===== config.mk =====
export PLATFORM = sky130hd
export DESIGN_NAME = frame_parser_stream
export DESIGN_NICKNAME = d
export VERILOG_FILES = /design/src/rtl/frame_parser_pkg.sv /design/src/rtl/crc32_byte.sv /design/src/rtl/frame_parser_stream.sv
export SDC_FILE = /design/constraint.sdc
export NUM_CORES = 2
export LEC_CHECK = 0
export CORE_UTILIZATION = 45
export DETAILED_ROUTE_END_ITERATION = 10
export HOLD_SLACK_MARGIN = 0.03
export PLACE_DENSITY_LB_ADDON = 0.15
export SLEW_MARGIN = 20
export SYNTH_ARGS = -nofsm -noshare
export SYNTH_HDL_FRONTEND = slang
export SYNTH_SLANG_ARGS = --single-unit

===== constraint.sdc =====
create_clock -name clk -period 5 [get_ports clk]
set_clock_uncertainty 0.1 [all_clocks]
set_input_delay 1 -clock clk [delete_from_list [all_inputs] [get_ports clk]]
set_output_delay 1 -clock clk [all_outputs]
set_load 0.01 [all_outputs]

===== src/rtl/frame_parser_pkg.sv =====
// Shared definitions for the framed byte-stream parser: FSM states, CRC-32
// constants and a byte-wise reflected CRC-32 update.
package frame_parser_pkg;

    localparam int unsigned LEN_W = 16;

    localparam logic [31:0] CRC32_POLY   = 32'hEDB8_8320;
    localparam logic [31:0] CRC32_INIT   = 32'hFFFF_FFFF;
    localparam logic [31:0] CRC32_XOROUT = 32'hFFFF_FFFF;

    typedef enum logic [2:0] {
        S_IDLE,
        S_HDR,
        S_LEN_H,
        S_LEN_L,
        S_PAYLOAD,
        S_CRC,
        S_CHECK,
        S_DRAIN
    } state_e;

    // Reflected CRC: data enters LSB first
    function automatic logic [31:0] crc32_update(input logic [31:0] crc, input logic [7:0] data);
        logic [31:0] c;
        c = crc;
        for (int unsigned i = 0; i < 8; i++) begin
            if (c[0] ^ data[i]) begin
                c = (c >> 1) ^ CRC32_POLY;
            end else begin
                c = c >> 1;
            end
        end
        return c;
    endfunction

endpackage


===== src/rtl/crc32_byte.sv =====
// Combinational one-byte step of the reflected CRC-32; also used by the
// transmit framer.
module crc32_byte
    import frame_parser_pkg::*;
(
    input  logic [31:0] crc_i,
    input  logic [7:0]  data_i,
    output logic [31:0] crc_o
);

    always_comb begin
        crc_o = crc32_update(crc_i, data_i);
    end

endmodule


===== src/rtl/frame_parser_stream.sv =====
// Framed byte-stream parser: validates SOF/version/length/CRC-32, buffers the
// payload and releases only CRC-good frames on a valid/ready/last stream.
module frame_parser_stream
    import frame_parser_pkg::*;
#(
    parameter logic [7:0]  SOF_BYTE       = 8'hAA,
    parameter int unsigned MAX_PAYLOAD    = 256,
    parameter logic [3:0]  VER_MASK       = 4'b0011,
    parameter int unsigned TIMEOUT_CYCLES = 100000,
    parameter int unsigned CNT_W          = 16
) (
    input  logic             clk,
    input  logic             rst,
    input  logic [7:0]       rx_data,
    input  logic             rx_valid,
    output logic [7:0]       out_data,
    output logic             out_valid,
    input  logic             out_ready,
    output logic             out_last,
    output logic [5:0]       frame_cmd,
    output logic [1:0]       frame_ver,
    output logic [LEN_W-1:0] frame_len,
    output logic             err_crc,
    output logic             err_len,
    output logic             err_ver,
    output logic             err_timeout,
    output logic             rx_overrun,
    output logic [CNT_W-1:0] good_cnt,
    output logic [CNT_W-1:0] bad_cnt
);

    localparam int unsigned     AW      = $clog2(MAX_PAYLOAD);
    localparam logic [LEN_W-1:0] MAX_LEN = LEN_W'(MAX_PAYLOAD);
    localparam logic [31:0]     TO_LAST = 32'(TIMEOUT_CYCLES - 1);

    logic [7:0] mem [MAX_PAYLOAD];

    state_e           state_q;
    logic [1:0]       ver_q;
    logic [5:0]       cmd_q;
    logic [7:0]       len_h_q;
    logic [LEN_W-1:0] len_q;
    logic [AW-1:0]    wptr_q;
    logic [AW-1:0]    rptr_q;
    logic [31:0]      crc_q;
    logic [31:0]      crc_rx_q;
    logic [1:0]       crc_cnt_q;
    logic [31:0]      idle_q;

    logic [7:0]       out_data_q;
    logic             out_valid_q;
    logic             out_last_q;
    logic [5:0]       frame_cmd_q;
    logic [1:0]       frame_ver_q;
    logic [LEN_W-1:0] frame_len_q;
    logic             err_crc_q;
    logic             err_len_q;
    logic             err_ver_q;
    logic             err_timeout_q;
    logic             rx_overrun_q;
    logic [CNT_W-1:0] good_cnt_q;
    logic [CNT_W-1:0] bad_cnt_q;

    logic [31:0]      crc_d;
    logic [LEN_W-1:0] len_d;
    logic [LEN_W-1:0] len_last;
    logic             wr_last;
    logic             rd_last_next;
    logic             in_frame;
    logic             to_fire;
    logic             mem_we;

    function automatic logic [CNT_W-1:0] sat_inc(input logic [CNT_W-1:0] v);
        return (&v) ? v : v + CNT_W'(1);
    endfunction

    crc32_byte u_crc (
        .crc_i  (crc_q),
        .data_i (rx_data),
        .crc_o  (crc_d)
    );

    assign len_d        = {len_h_q, rx_data};
    assign len_last     = len_q - LEN_W'(1);
    assign wr_last      = (LEN_W'(wptr_q) == len_last);
    assign rd_last_next = ((LEN_W'(rptr_q) + LEN_W'(1)) == len_last);
    assign in_frame     = (state_q == S_HDR) || (state_q == S_LEN_H) || (state_q == S_LEN_L) ||
                          (state_q == S_PAYLOAD) || (state_q == S_CRC);
    assign to_fire      = (TIMEOUT_CYCLES != 0) && (idle_q == TO_LAST);
    assign mem_we       = (state_q == S_PAYLOAD) && rx_valid;

    // Payload RAM has no reset so it maps onto block memory
    always_ff @(posedge clk) begin
        if (mem_we) begin
            mem[wptr_q] <= rx_data;
        end
    end

    always_ff @(posedge clk) begin
        if (rst) begin
            state_q       <= S_IDLE;
            ver_q         <= '0;
            cmd_q         <= '0;
            len_h_q       <= '0;
            len_q         <= '0;
            wptr_q        <= '0;
            rptr_q        <= '0;
            crc_q         <= '0;
            crc_rx_q      <= '0;
            crc_cnt_q     <= '0;
            idle_q        <= '0;
            out_data_q    <= '0;
            out_valid_q   <= 1'b0;
            out_last_q    <= 1'b0;
            frame_cmd_q   <= '0;
            frame_ver_q   <= '0;
            frame_len_q   <= '0;
            err_crc_q     <= 1'b0;
            err_len_q     <= 1'b0;
            err_ver_q     <= 1'b0;
            err_timeout_q <= 1'b0;
            rx_overrun_q  <= 1'b0;
            good_cnt_q    <= '0;
            bad_cnt_q     <= '0;
        end else begin
            err_crc_q     <= 1'b0;
            err_len_q     <= 1'b0;
            err_ver_q     <= 1'b0;
            err_timeout_q <= 1'b0;
            rx_overrun_q  <= 1'b0;

            if (in_frame && !rx_valid && !to_fire) begin
                idle_q <= idle_q + 32'd1;
            end else begin
                idle_q <= '0;
            end

            case (state_q)
                S_IDLE: begin
                    if (rx_valid && (rx_data == SOF_BYTE)) begin
                        state_q <= S_HDR;
                    end
                end
                S_HDR: begin
                    if (rx_valid) begin
                        ver_q <= rx_data[7:6];
                        cmd_q <= rx_data[5:0];
                        if (!VER_MASK[rx_data[7:6]]) begin
                            err_ver_q <= 1'b1;
                            bad_cnt_q <= sat_inc(bad_cnt_q);
                            state_q   <= S_IDLE;
                        end else begin
                            state_q <= S_LEN_H;
                        end
                    end
                end
                S_LEN_H: begin
                    if (rx_valid) begin
                        len_h_q <= rx_data;
                        state_q <= S_LEN_L;
                    end
                end
                S_LEN_L: begin
                    if (rx_valid) begin
                        len_q <= len_d;
                        if ((len_d == '0) || (len_d > MAX_LEN)) begin
                            err_len_q <= 1'b1;
                            bad_cnt_q <= sat_inc(bad_cnt_q);
                            state_q   <= S_IDLE;
                        end else begin
                            wptr_q  <= '0;
                            crc_q   <= CRC32_INIT;
                            state_q <= S_PAYLOAD;
                        end
                    end
                end
                S_PAYLOAD: begin
                    if (rx_valid) begin
                        crc_q  <= crc_d;
                        wptr_q <= wptr_q + AW'(1);
                        if (wr_last) begin
                            crc_cnt_q <= '0;
                            state_q   <= S_CRC;
                        end
                    end
                end
                S_CRC: begin
                    if (rx_valid) begin
                        crc_rx_q  <= {rx_data, crc_rx_q[31:8]};
                        crc_cnt_q <= crc_cnt_q + 2'd1;
                        if (crc_cnt_q == 2'd3) begin
                            state_q <= S_CHECK;
                        end
                    end
                end
                S_CHECK: begin
                    // First byte is read here so out_valid never shows stale data
                    if ((crc_q ^ CRC32_XOROUT) == crc_rx_q) begin
                        frame_cmd_q <= cmd_q;
                        frame_ver_q <= ver_q;
                        frame_len_q <= len_q;
                        good_cnt_q  <= sat_inc(good_cnt_q);
                        rptr_q      <= '0;
                        out_data_q  <= mem['0];
                        out_last_q  <= (len_q == LEN_W'(1));
                        out_valid_q <= 1'b1;
                        state_q     <= S_DRAIN;
                    end else begin
                        err_crc_q <= 1'b1;
                        bad_cnt_q <= sat_inc(bad_cnt_q);
                        state_q   <= S_IDLE;
                    end
                end
                S_DRAIN: begin
                    if (out_valid_q && out_ready) begin
                        if (out_last_q) begin
                            out_valid_q <= 1'b0;
                            out_last_q  <= 1'b0;
                            state_q     <= S_IDLE;
                        end else begin
                            rptr_q     <= rptr_q + AW'(1);
                            out_data_q <= mem[rptr_q + AW'(1)];
                            out_last_q <= rd_last_next;
                        end
                    end
                end
                default: state_q <= S_IDLE;
            endcase

            if (((state_q == S_CHECK) || (state_q == S_DRAIN)) && rx_valid) begin
                rx_overrun_q <= 1'b1;
            end

            // The case above only acts on rx_valid, so a timeout never collides with it
            if (in_frame && !rx_valid && to_fire) begin
                err_timeout_q <= 1'b1;
                bad_cnt_q     <= sat_inc(bad_cnt_q);
                state_q       <= S_IDLE;
            end
        end
    end

    assign out_data    = out_data_q;
    assign out_valid   = out_valid_q;
    assign out_last    = out_last_q;
    assign frame_cmd   = frame_cmd_q;
    assign frame_ver   = frame_ver_q;
    assign frame_len   = frame_len_q;
    assign err_crc     = err_crc_q;
    assign err_len     = err_len_q;
    assign err_ver     = err_ver_q;
    assign err_timeout = err_timeout_q;
    assign rx_overrun  = rx_overrun_q;
    assign good_cnt    = good_cnt_q;
    assign bad_cnt     = bad_cnt_q;

endmodule


### After elaboration in Yosys (flattened, before gate mapping)

Memory sizes are Yosys's and may differ from the RTL's.
Index checks and enable logic that the tools add are counted.

* input port bits: 12
* output and inout bits: 71
* memory bits (writable): 2048
* latch bits: 0
* memories: 1
* flip-flop bits (word level): 220
* word-level logic and storage cells: 198
* memory bits (read-only): 0

* $lt $le $gt $ge: 2
* $mul: 0
* reduce and logical (&&, ||, !) cells: 41
* bitwise logic cells: 23
* equality and inequality tests: 32
* div/mod/pow operators: 0
* add/subtract/negate cells: 8
* shifts and indexed selects: 0
* muxes and demuxes: 67

Memories
* mem: depth 256, width 8, rd ports 2, clocked after memory_dff 0, wr ports 1, line frame_parser_stream.sv:36 `logic [7:0] mem [MAX_PAYLOAD];`

Operators by type and width (number)
* $mux 32: 11
* $mux 16: 7
* $not 13->14: 8
* $mux 8: 9
* $pmux 32 s2: 1
* $pmux 16 s3: 1
* $pmux 8 s2: 3
* $mux 3: 12
* $add 16x1->16 const B: 2
* $add 32x1->32 const B: 1
* $eq 32x17->1 const B: 1
* $eq 32x32->1: 1
* $not 32->32: 1
* $reduce_and 16->1: 2
* $ne 2x2->1 const B: 12
* $pmux 3 s8: 1
* $add 8x1->8 const B: 2
* $eq 16x1->1 const B: 1
* $eq 8x16->1: 1
* $eq 9x16->1: 1
* $gt 16x9->1 const B: 1
* $logic_not 16->1: 1
* $reduce_and 4->1: 4
* $sub 16x1->16 const B: 1
* 30 further kinds: 88

### Logic depth before layout (Yosys ltp)

* word-level depth: 18
* depth in mapped cells: 13
* mapped depth without buffers: 10

### By module

A second synthesis with hierarchy kept.

* cells, all modules: 5064
* area total of the unflattened synthesis: 90357.9 µm²

Modules (own cells, without submodules)
* frame_parser_stream: area an instance 89588.4 µm², cells an instance 4994, sequential area each 65903.2 µm², times used 1
* crc32_byte: area an instance 769.5 µm², cells an instance 70, sequential area each 0.0 µm², times used 1

### Worst setup path after synthesis

Ideal clock, no wire load.

* path type: input port to flip-flop
* from: in rx_data[7]
* to: reg bad_cnt_q[5] (netlist: bad_cnt[5])
* setup time: 128 ps
* arrival: 3401 ps
* cell stages on the path: 9
* buffers on the path: 1
* slack: 1371 ps
* cells stage by stage: buf_2 -> or4_1 -> or3_1 -> and4_4 -> o31a_1 -> a2bb2oi_2 -> or4_1 -> xnor2_1 -> nor2_1

* longest elaborated chain between the ends: 4

RTL lines
* start, declared: line frame_parser_stream.sv:14 `input logic [7:0] rx_data,`
* $gt 16x9->1 (tied with other cells): line frame_parser_stream.sv:166 `if ((len_d == '0) || (len_d > MAX_LEN)) begin`
* $logic_or 1x1->1 / $mux 1 (equally long branches): line frame_parser_stream.sv:166, frame_parser_stream.sv:148
* $ne 3x1->1 (no line) / $ne 3x2->1 (equally long branches)
* $reduce_and 6->1 (no line) *
* end signal, assigned: line frame_parser_stream.sv:150 `bad_cnt_q <= sat_inc(bad_cnt_q);`
* end signal, assigned: line frame_parser_stream.sv:168 `bad_cnt_q <= sat_inc(bad_cnt_q);`
* end signal, assigned: line frame_parser_stream.sv:210 `bad_cnt_q <= sat_inc(bad_cnt_q);`
* end, declared: line frame_parser_stream.sv:62 `logic [CNT_W-1:0] bad_cnt_q;`

Every way passes the cells marked *; elsewhere a longest branch is shown, timed or not. The select of a mux whose other input is x is not followed.
A chain may end at the register's enable or synchronous reset.

### Worst setup path after layout

* from: reg rptr_q[0]
* to: reg out_data_q[2] (netlist: out_data[2])

* longest elaborated chain between the ends: 5

RTL lines
* start, declared: line frame_parser_stream.sv:44 `logic [AW-1:0] rptr_q;`
* start signal, assigned: line frame_parser_stream.sv:221 `rptr_q <= rptr_q + AW'(1);`
* $add 8x1->8: line frame_parser_stream.sv:222 `out_data_q <= mem[rptr_q + AW'(1)];`
* $mem_v2 256x8
* $mux 8: line frame_parser_stream.sv:216 `if (out_last_q) begin`
* $mux 8: line frame_parser_stream.sv:215 `if (out_valid_q && out_ready) begin`
* $pmux 8 s2: line frame_parser_stream.sv:138 `case (state_q)`
* end signal, assigned: line frame_parser_stream.sv:204 `out_data_q <= mem['0];`
* end signal, assigned: line frame_parser_stream.sv:222
* end, declared: line frame_parser_stream.sv:50 `logic [7:0] out_data_q;`

Every way passes these cells. The select of a mux whose other input is x is not followed.

==> results.yml <==
drt:
  vias: 50500
  post_drt_wl_per_cell_um: 29.9
  routed_wl_mm: 254
  vias_per_cell: 5.95
  drt_pass1_iterations: 7
  ant_nets: 0
  drc_errors: 0
  drt-initial-drc-count: 5761
worst_setup_path:
  cpMaxStageDelayCell: "nor4_1"
  rr_worst_depth: 11
  arrival_ps: 5110
  crit_required_ps: 5680
  path_max_fanout: 18
  crit_buf_inv: 2
  rr_endpoint: "out_data[2]$_SDFFE_PP0P_"
  critPathLaunchType: "flip-flop"
  cp_cell_sequence: "ha_4 -> xor2_4 -> buf_12 -> nor2_4 -> buf_4 -> a221oi_1 -> o21ai_0 -> and3_1 -> nor4_1 -> o21ai_0 -> a311oi_1"
  cp_slowest_stage_delay_ps: 840
  crit_cells: 11
  r2r_start: "rptr_q[0]$_SDFFE_PP0P_"
  end_kind: "flip-flop"
  cp_top_family: "simple AND/OR/NAND/NOR gates"
  crit_type: "flip-flop to flip-flop"
  rrSetupSlack_ps: 570
  crit_top_cell: "o21ai_0"
min_path:
  hold_class: "input pin to flip-flop"
  holdPathStages: 1
  holdPathEnd: "mem[142][2]$_DFFE_PP_"
  hold_start: "rx_data[2]"
clock_tree:
  tritoncts: "yes"
  root_buffer: "clkbuf_16"
  cts_setup_buffers: 0
  clk_pin_slew_worst_paths_ps: 70
  postCtsHoldBufs: 0
  numCtsBuffers: 230
  clock_sinks: 2268
  clk_path_buf_depth: 3
  clk_latency_ps: 870
  cts_resized: 0
  htreeDepth: 4
synthesis:
  ys_ff_latch: 2268
  synthCells: 5407
  syn_nets: 5430
  avgSynthCellArea_um2: 16.6
  ys_warn_count: 0
  yosysUniqueCellTypes: 70
  yosysSeqAreaShare: 0.734
  synth_edf_count: 2048
  async_reset_ff_frac: 0
  synth_flop_cell: "edfxtp_1"
  synth_area_mm2: 0.0898
floorplan:
  fp.dieH_um: 449
  ios: 83
  design.die.area_mm2: 0.201
  core_mm2: 0.198
  start_util: 0.454
  die_w_um: 449
  num_rows: 163
place:
  io_buffers: 82
  pre_cts_slack_ps: 545
  gp_congestion: 0.873
  post-place-cells: 8058
  dp_hpwl_mm: 156
status:
  status: "finished, final reports clean"
global_route:
  grt_pass1_vias: 49600
  grt_use_total: 0.250
  grt_pass1_wl_mm: 365
  grt_max_degree: 165
  antenna_found_initial: 5
  grt.overflow.total: 0
timing:
  slew_headroom: 0.205
  setup_ws_ps: 574
  fin_crit_sh: 0.885
  worst_pin_slew_ps: 1190
  fin_crit_ps: 4430
  rsz0062_at_grt: "false"
  setup_viol: 0
  report.final.slew_viol_count: 0
  hold_viol_final: 0
  max_freq_ghz: 0.226
  setup_tns_ps: 0
cells_and_area:
  drive_gt1_frac: 0.180
  finalNonFillerCells: 8484
  syn2layout_area_growth_pct: 14.2
  final_nets: 5673
power:
  power_leakage_nw: 31.6
  finalPower_w: 0.0382
  powerDensity_mw_per_mm2: 372
  ir_drop_uv: 422
flow_run:
  drv_cap: 0
## per-layer routing
metal | track usage | vias up | part of all wire
met2 | 0.384 | 2217 | 0.46
li1 | - | 21600 | -
met5 | 0 | - | 0
met4 | 0.0732 | 0 | 0.029
met3 | 0.0464 | 384 | 0.082
met1 | 0.365 | 26400 | 0.43
## placed cells by master (no fill, tap or decap), drive strengths merged, types with 17 or more instances in the layout
cell / instances
bufinv: 22
inv: 33
dfxtp: 220
clkdlybuf4s50: 73
a32oi: 30
a21oi: 133
clkbuf: 287
buf: 259
nor4: 23
mux4: 408
a211oi: 41
mux2i: 140
edfxtp: 2048
a31oi: 59
nand4: 55
nand2: 696
a221oi: 22
nor2: 459
xor2: 104
and3: 27
a22oi: 48
nor3: 21
nand3: 202
clkinv: 102
xnor2: 87
a311oi: 17
o21ai: 39
## cell usage after synthesis (5+ instances only)
cell	instances	share of area
a2111oi_0	5	0.00049
a211oi_1	41	0.0034
a21o_1	7	0.00059
a21oi_1	133	0.0074
a221oi_1	22	0.0021
a22o_1	5	0.00049
a22oi_1	48	0.0040
a311oi_1	17	0.0017
a31oi_1	59	0.0041
a32o_1	9	0.0010
a32oi_1	30	0.0029
a41oi_1	11	0.0011
and2_1	7	0.00049
and3_1	27	0.0019
and4_1	7	0.00068
buf_1	39	0.0016
buf_2	104	0.0058
clkbuf_1	177	0.0074
dfxtp_1	220	0.049
edfxtp_1	2048	0.68
ha_1	11	0.0015
inv_1	26	0.0011
mux2_2	6	0.00075
mux2i_1	140	0.016
mux4_2	408	0.10
nand2_1	696	0.029
nand3_1	202	0.011
nand4_1	55	0.0038
nor2_1	459	0.019
nor2b_1	9	0.00063
nor3_1	21	0.0012
nor3b_1	6	0.00050
nor4_1	22	0.0015
nor4b_1	5	0.00049
o2111ai_1	5	0.00049
o211ai_1	8	0.00067
o21ai_0	39	0.0022
o22ai_1	11	0.00077
or3_1	11	0.00077
or4_1	5	0.00042
xnor2_1	87	0.0085
xor2_1	104	0.010
## power by group
part / internal, W / total [W] / switching (W)
clock network: 0.00968 / 0.0171 / 0.00738
registers: 0.0206 / 0.0206 / 0.000000516
logic: 0.0000839 / 0.000500 / 0.000416
## sequential cells by signal, indices dropped and copies added (netlist names), 2 cells and up
register / cells
idle_q: 32
mem: 2048
bad_cnt: 16
crc_rx_q: 32
crc_cnt_q: 2
good_cnt: 16
crc_q: 32
wptr_q: 8
rptr_q: 8
state_q: 3
ver_q: 2
frame_len: 16
len_h_q: 8
frame_cmd: 6
len_q: 16
frame_ver: 2
out_data: 8
cmd_q: 6
## how the worst max path moves through the flow
stage | to | startpoint | slack, ps
after floorplan | bad_cnt[5]$_SDFFE_PP0P_ | rx_data[7] | 1370
after global placement | out_data[6]$_SDFFE_PP0P_ | rptr_q[0]$_SDFFE_PP0P_ | 650
after detailed placement | out_data[6]$_SDFFE_PP0P_ | rptr_q[0]$_SDFFE_PP0P_ | 540
after CTS | out_data[6]$_SDFFE_PP0P_ | rptr_q[0]$_SDFFE_PP0P_ | 480
after global routing | out_data[6]$_SDFFE_PP0P_ | rptr_q[0]$_SDFFE_PP0P_ | 380
final | out_data[2]$_SDFFE_PP0P_ | rptr_q[0]$_SDFFE_PP0P_ | 570
## cell type report
cell class	instances	area, um2
diodes	2	5.00
clock buffers	287	6020
clock inverters	137	1430
fillers	16000	95300
inverters	26	97.6
multi-input cells	2792	22700
flip-flops and latches	2268	65900
well taps	2640	3300
repair buffers	332	3150
## metrics by stage
step	instance area (um2)	hold WS [ps]	util
after floorplan	89800	318	-
after CTS	103000	249	0.518
after global placement	95100	328	0.481
after global routing	103000	270	0.518
after detailed placement	95100	336	0.481
final	103000	304	0.518
## kinds of logic after synthesis
kind of cell             after synthesis  share of synthesized area
AO/OA/AOI/OAI                        484                     0.0369
XOR/XNOR                             193                     0.0191
adder cells (fa/ha/maj)               11                    0.00153
buffers and inverters                347                     0.0160
flip-flops                          2268                      0.734
multiplexers                         554                      0.119
AND/OR/NAND/NOR                     1550                     0.0737
Note: power is estimated with default switching activity, not from simulation.
